File: src/rtl/exe_pkg.sv
// Shared execution-unit types and defaults used by the conversion stage and its result buffer.
package exe_pkg;

    localparam int unsigned EXE_WIDTH = 32;
    localparam int unsigned EXE_DEPTH = 4;
    localparam int unsigned FLAGS_W   = 3;
    localparam int unsigned MAX_W     = 64;
    localparam int unsigned MAX_IDX_W = 6;

    typedef struct packed {
        logic parity;
        logic negative;
        logic zero;
    } res_flags_t;

    // Word arrives zero-extended to MAX_W; zero extension leaves zero and parity unchanged.
    function automatic res_flags_t calc_flags(input logic [MAX_W-1:0] word,
                                              input int unsigned      width);
        res_flags_t f;
        f.zero     = (word == '0);
        f.negative = word[MAX_IDX_W'(width - 1)];
        f.parity   = ^word;
        return f;
    endfunction

endpackage

File: src/rtl/exe_resbuf_mem.sv
// Result buffer storage: register array with one write port and one asynchronous read port.
module exe_resbuf_mem #(
    parameter int unsigned DW    = 35,
    parameter int unsigned DEPTH = 4,
    parameter int unsigned AW    = $clog2(DEPTH)
) (
    input  logic          i_clk,
    input  logic          i_we,
    input  logic [AW-1:0] i_waddr,
    input  logic [DW-1:0] i_wdata,
    input  logic [AW-1:0] i_raddr,
    output logic [DW-1:0] o_rdata
);

    logic [DW-1:0] mem [DEPTH];

    // Contents are deliberately not reset; validity is tracked by the controller.
    always_ff @(posedge i_clk) begin
        if (i_we) begin
            mem[i_waddr] <= i_wdata;
        end
    end

    assign o_rdata = mem[i_raddr];

endmodule

File: src/rtl/exe_result_buf.sv
// Valid/ready result FIFO behind the conversion stage, with occupancy and accepted-word count.
// Optional per-entry status flags are built when EXE_RESBUF_FLAGS_EN is defined.
module exe_result_buf
    import exe_pkg::*;
#(
    parameter int unsigned WIDTH = EXE_WIDTH,
    parameter int unsigned DEPTH = EXE_DEPTH,
    parameter int unsigned CNT_W = 16
) (
    input  logic                     i_clk,
    input  logic                     i_rst_n,
    input  logic                     i_valid,
    input  logic [WIDTH-1:0]         i_result,
    output logic                     o_ready,
    output logic                     o_valid,
    output logic [WIDTH-1:0]         o_result,
    output logic [2:0]               o_flags,
    input  logic                     i_ready,
    output logic [$clog2(DEPTH):0]   o_level,
    output logic [CNT_W-1:0]         o_total
);

    localparam int unsigned PTR_W = $clog2(DEPTH);
    localparam int unsigned LVL_W = PTR_W + 1;
`ifdef EXE_RESBUF_FLAGS_EN
    localparam int unsigned ENT_W = WIDTH + FLAGS_W;
`else
    localparam int unsigned ENT_W = WIDTH;
`endif

    logic [PTR_W-1:0] wr_ptr;
    logic [PTR_W-1:0] rd_ptr;
    logic [LVL_W-1:0] level;
    logic [CNT_W-1:0] total;
    logic [ENT_W-1:0] wr_data;
    logic [ENT_W-1:0] rd_data;
    logic             push;
    logic             pop;

    // Handshake decodes only registered occupancy, so o_ready never depends on i_ready.
    assign o_ready = (level != LVL_W'(DEPTH));
    assign o_valid = (level != '0);
    assign push    = i_valid && o_ready;
    assign pop     = o_valid && i_ready;

    always_ff @(posedge i_clk or negedge i_rst_n) begin
        if (!i_rst_n) begin
            wr_ptr <= '0;
            rd_ptr <= '0;
            level  <= '0;
            total  <= '0;
        end else begin
            if (push) begin
                wr_ptr <= wr_ptr + PTR_W'(1);
            end
            if (pop) begin
                rd_ptr <= rd_ptr + PTR_W'(1);
            end
            if (push && !pop) begin
                level <= level + LVL_W'(1);
            end else if (pop && !push) begin
                level <= level - LVL_W'(1);
            end
            // Saturating count of accepted words.
            if (push && (total != '1)) begin
                total <= total + CNT_W'(1);
            end
        end
    end

    exe_resbuf_mem #(
        .DW    (ENT_W),
        .DEPTH (DEPTH),
        .AW    (PTR_W)
    ) u_mem (
        .i_clk   (i_clk),
        .i_we    (push),
        .i_waddr (wr_ptr),
        .i_wdata (wr_data),
        .i_raddr (rd_ptr),
        .o_rdata (rd_data)
    );

`ifdef EXE_RESBUF_FLAGS_EN
    res_flags_t wr_flags;
    res_flags_t rd_flags;

    // Flags are computed once at push time and stored alongside the word.
    assign wr_flags = calc_flags(MAX_W'(i_result), WIDTH);
    assign wr_data  = {wr_flags, i_result};
    assign rd_flags = res_flags_t'(rd_data[WIDTH +: FLAGS_W]);
    assign o_flags  = o_valid ? rd_flags : '0;
`else
    assign wr_data  = i_result;
    assign o_flags  = '0;
`endif

    assign o_result = o_valid ? rd_data[WIDTH-1:0] : '0;
    assign o_level  = level;
    assign o_total  = total;

endmodule

File: config.mk
export PLATFORM = sky130hd
export DESIGN_NAME = exe_result_buf
export DESIGN_NICKNAME = d
export VERILOG_FILES = /design/src/rtl/exe_pkg.sv /design/src/rtl/exe_resbuf_mem.sv /design/src/rtl/exe_result_buf.sv
export SDC_FILE = /design/constraint.sdc
export NUM_CORES = 1
export LEC_CHECK = 0
export CORE_MARGIN = 2
export CORE_UTILIZATION = 50
export DETAILED_ROUTE_END_ITERATION = 6
export GPL_ROUTABILITY_DRIVEN = 1
export PLACE_DENSITY = 0.72
export SLEW_MARGIN = 0
export SYNTH_ARGS = -nofsm -noshare
export SYNTH_HDL_FRONTEND = slang
export SYNTH_SLANG_ARGS = --single-unit
File: constraint.sdc
create_clock -name i_clk -period 3 [get_ports i_clk]
set_input_delay 0.3 -clock i_clk [delete_from_list [all_inputs] [get_ports i_clk]]
set_output_delay 0.3 -clock i_clk [all_outputs]
set_load 0.01 [all_outputs]
After elaboration in Yosys (flattened, before gate mapping)
Memories as Yosys holds them, arrays and structs flattened.
Cells that the tools add are included.
- flip-flop bits (word level): 23
- bits in writable memories: 128
- input bits: 36
- output and inout bits: 56
- logic and storage cells: 26
- memories: 1
- memories (name ; depth ; width ; rd ports ; clocked after Yosys merged registers in ; wr ports ; line ; source):
    u_mem.mem ; 4 ; 32 ; 1 ; 0 ; 1 ; exe_resbuf_mem.sv:15 ; logic [DW-1:0] mem [DEPTH];
- add/subtract/negate cells: 5
- eq/ne operators: 2
- mux-type cells: 5
- reductions and logical operators: 9
- operator list (cell ; number):
    32-bit 2-to-1 mux ; 1
    16-bit by 1-bit adder with 16-bit output, second input constant ; 1
    16-bit != test, second input constant ; 1
    3-bit 2-to-1 mux ; 2
    1-bit logical AND ; 5
    2-bit by 1-bit adder with 2-bit output, second input constant ; 2
    3-bit by 1-bit adder with 3-bit output, second input constant ; 1
    3-bit != test, second input constant ; 1
    3-bit nonzero test ; 1
    3-bit by 1-bit subtractor with 3-bit output, second input constant ; 1
    1-bit zero test ; 2
    1-bit 2-to-1 mux ; 2
    2-bit nonzero test ; 1

Depth between registers and ports, before layout
- depth in word-level cells: 6
- gate-level depth with buffers: 10

By module
A second synthesis with hierarchy kept.
- cells, all modules: 305
- area total of the unflattened synthesis: 6070.8 um^2
- modules (own cells, without submodules) (module ; times used ; cells each ; area each (um^2)):
    exe_resbuf_mem ; 1 ; 171 ; 4689.5
    exe_result_buf ; 1 ; 134 ; 1381.3

Worst setup path after synthesis
OpenSTA, ideal clock, no wires.
- kind: flip-flop to flip-flop
- start: register level[1], in the netlist o_level[1]
- end: register level[1], in the netlist o_level[1]
- setup time: 125 ps
- arrival time: 2086 ps
- path slack: 790 ps
- cell stages (with the launch flop): 9
- period minus slack after synthesis: 2210 ps
- path through: dfrtp_1 -> or3b_1 -> buf_6 -> nand2_2 -> inv_2 -> ha_1 -> inv_1 -> fa_1 -> mux2_2
- cells in the longest elaborated chain, start to end: 5
- elaborated cells between the ends (all ways): 13
- those cells by class: add/sub: 2; eq/ne: 1; mux: 2; reduce/logical: 8
- RTL lines (what ; line ; source):
    start, declared ; exe_result_buf.sv:33 ; logic [LVL_W-1:0] level;
    start signal, assigned ; exe_result_buf.sv:60 ; level <= level + LVL_W'(1);
    start signal, assigned ; exe_result_buf.sv:62 ; level <= level - LVL_W'(1);
    3-bit != test * ; exe_result_buf.sv:41 ; assign o_ready = (level != LVL_W'(DEPTH));
    via o_ready ; exe_result_buf.sv:14 ; output logic o_ready,
    1-bit logical AND * ; exe_result_buf.sv:43 ; assign push = i_valid && o_ready;
    via push ; exe_result_buf.sv:37 ; logic push;
    1-bit zero test ; exe_result_buf.sv:61 ; end else if (pop && !push) begin
    1-bit logical AND ; exe_result_buf.sv:61 ;
    2-bit nonzero test (no line) ; -- ;
Mark *: on every way through the listed nets, which the timed path passes. The rest lies on a longest branch. The select of a mux whose other input is x is not followed.
A chain may end at the register's enable or synchronous reset.

Worst setup path in the final report
- start: register rd_ptr[0]
- end: output port o_result[29]
- cells in the longest elaborated chain, start to end: 2
- RTL lines (what ; line ; source):
    start, declared ; exe_result_buf.sv:32 ; logic [PTR_W-1:0] rd_ptr;
    start signal, assigned ; exe_result_buf.sv:57 ; rd_ptr <= rd_ptr + PTR_W'(1);
    memory 4 x 32 bit ; -- ;
    32-bit 2-to-1 mux ; exe_result_buf.sv:98 ; assign o_result = o_valid ? rd_data[WIDTH-1:0] : '0;
    end, declared ; exe_result_buf.sv:16 ; output logic [WIDTH-1:0] o_result,
Every way passes these cells.

==> metrics.txt <==
DR vias 3096; slowest cell on the critical path mux4_2; count leader, synth edfxtp_1; Slew headroom 64.0%; FF-to-FF path depth 7; total wire length 10800 microns; switching pwr 2.19 mW; total track usage 18.3%; largest cells by area after synthesis edfxtp_1 (63%), mux4_2 (12%), dfrtp_1 (9.5%); Syn-to-layout area delta 28.3%; # Post-CTS Setup Buffers 0; post-CTS sizing 0; number of diodes 0; Power Dens Cells 1010 nW/um^2; Yosys reg bits 151; first-pass GRT wire length 17500 microns; Internal Power 5.67 mW; Final nets 459; initial antenna violation count 0; Via density 5.38; fillcell total 848; sequential power share 37.7%; pin count of the biggest net entering global routing 35; layout cell share with drive strength beyond 1 20.3%; clock skew 0.00906 ns; die area 13000 sq um; worst path bufs/invs 2; Commonest cells post-synth edfxtp_1 (128), and2_1 (32), mux4_2 (32); Clock Sinks 151; fin. max-slew vios 0; reg2reg end o_level[1]; I/O pin count 92; Worst-Skew Late Latency 0.41 ns; asr flop ratio synth 15.2%; TritonCTS clock tree built; Initial Util 51.0%; Required @ worst endpoint 2.70 ns; final non-filler cell area 7790 sq um; Synth Cell Area 6070 sq um; syn avg cell area 19.3 sq um; R2R setup slack 0.69 ns; count of cell types in the netlist 40; Max Fclk 395 MHz; Longest Clk Path Bufs 2; Least-Margin Pin Slew 0.540 ns; path type of the worst setup path reg -> out; Row Count 40; Detailed Route Iter0 Violations 179; switch share 27.9%; Critical R2R Launch o_level[1]; Root Driver clkbuf_16; Synth Flop Type edfxtp_1; Avg WL per Cell 18.8 microns; Max-cap violations 0; Core Util, Final 65.4%; Leak 2.78 nW; Final ANT Viol Nets 0; post-detail-place hpwl 6770 microns; global route overflow 0; Power Total 7.86 mW; Final Hold Viols 0; Setup-failing EPs final 0; Setup WS pre-CTS 0.693 ns; Port Buf Inserts 88; vias in the first global route 3330; drt drc 0; CP startpoint kind register; gp weighted congestion 0.786; core area 11900 sq um; Post-synth EDFFs 128; final critical-path required period 2.53 ns; Chip Width 114 microns; Crit Path Max Fanout 11; sequential share of the synthesized area 72.8%; slowest stage delay, CP 0.53 ns; Fin Setup TNS 0 ns; largest area contributor in the netlist edfxtp_1; VDD IR max 0.465 mV; Worst Setup End Kind output port; Yosys top cell area share 63.3%; status finished clean; Clk pin slew, worst setup/hold paths 0.06 ns; Hold Crit Class in -> async; post-synthesis instance total 314; delay-heaviest family, CP buffers and inverters; Combinational Power Share 35.7%; die height 114 microns; CP Cell Sequence buf_4, mux4_2, and2_1, clkdlybuf4s50_1; hold_buf cts 0; CTS H-tree depth 4; TritonCTS Buffers 17; final period utilization 84.4%; Placed Area 7200 sq um; Clock power frac 26.6%; unrepaired setup endpoints after global routing no; Syn. warnings 0; drt pass-1 iters 4; worst setup margin 0.469 ns; Arr. time, crit path 2.23 ns
==> through the flow <==
step	std cells	hold WS [ns]
floorplan	316	0.00441
global placement	544	0.486
detailed placement	544	0.499
CTS	576	0.238
global route	576	0.274
finish	576	0.241
==> routing by layer <==
layer  wire length (microns)  up-vias  GRT usage (%)
met5                       0        -              0
met4                     106        0           6.34
met3                     504        8           5.35
met2                    5440       87           29.9
met1                    4780     1570           23.9
li1                        -     1431              -
==> placed cells by master (no fill, tap or decap), types with 2 or more instances in the layout <==
cell type        instances
and2_1                  32
and3_2                   4
buf_12                   6
buf_4                    3
bufinv_16                3
clkbuf_16               17
clkdlybuf4s50_1         88
clkinv_1                 2
clkinv_2                 4
clkinvlp_4               3
conb_1                   3
dfrtp_1                 21
dfrtp_2                  2
edfxtp_1               128
ha_1                     6
inv_1                    3
mux4_2                  32
nand2_1                  6
nand3_1                  5
nand4_1                  3
nand4_2                  2
nor2_1                   4
nor3_1                   7
nor4_1                   2
nor4b_1                  2
o21ai_0                  3
xnor2_1                  4
xor2_1                  13
==> power by group through the flow <==
stage,Clock (mW),Sequential (mW),Combinational [mW]
6_report,2.09,2.96,2.80
5_1_grt,2.26,3.01,3.04
4_1_cts,2.13,2.97,2.87
3_5_place_dp,0,3.01,2.86
3_3_place_gp,0,2.98,2.84
2_1_floorplan,0,2.97,1.56
==> registers in the layout, summed over array words and instances (netlist names) <==
| signal | count |
|---|---|
| u_mem.mem | 128 |
| o_total | 16 |
| o_level | 3 |
| rd_ptr | 2 |
| wr_ptr | 2 |
==> worst max-delay path by stage <==
stage                    to        from  depth (start not counted)
5_1_grt        o_result[29]   rd_ptr[0]                          4
6_report       o_result[29]   rd_ptr[0]                          4
3_3_place_gp     o_level[1]  o_level[1]                          7
2_1_floorplan    o_level[1]  o_level[1]                          8
3_5_place_dp     o_level[1]  o_level[1]                          7
4_1_cts        o_result[29]   rd_ptr[0]                          4
==> logic make-up (layout without fill, tap and decap cells) <==
kind of cell | after synthesis | in the layout | synth area share, %
adders and majority gates | 7 | 7 | 1.57
muxes | 35 | 35 | 12.5
AOI/OAI and AO/OA | 6 | 6 | 0.577
DFF | 151 | 151 | 72.8
and+or+nand+nor | 77 | 77 | 8.26
xor gates and xnor gates | 17 | 17 | 2.45
other | 1 | 3 | 0.0618
buffers and inverters | 20 | 133 | 1.79
==> layout make-up <==
cell class	instances	area, sq um	area share (%)
multi-input combinational	145	1560	20.0
timing repair buffer	97	1020	13.1
inverter	4	15.0	0.193
tap	147	184	2.36
clock buffer	18	429	5.51
sequential	151	4420	56.8
clock inverter	14	158	2.02
Note: power is estimated with default switching activity, not from simulation.
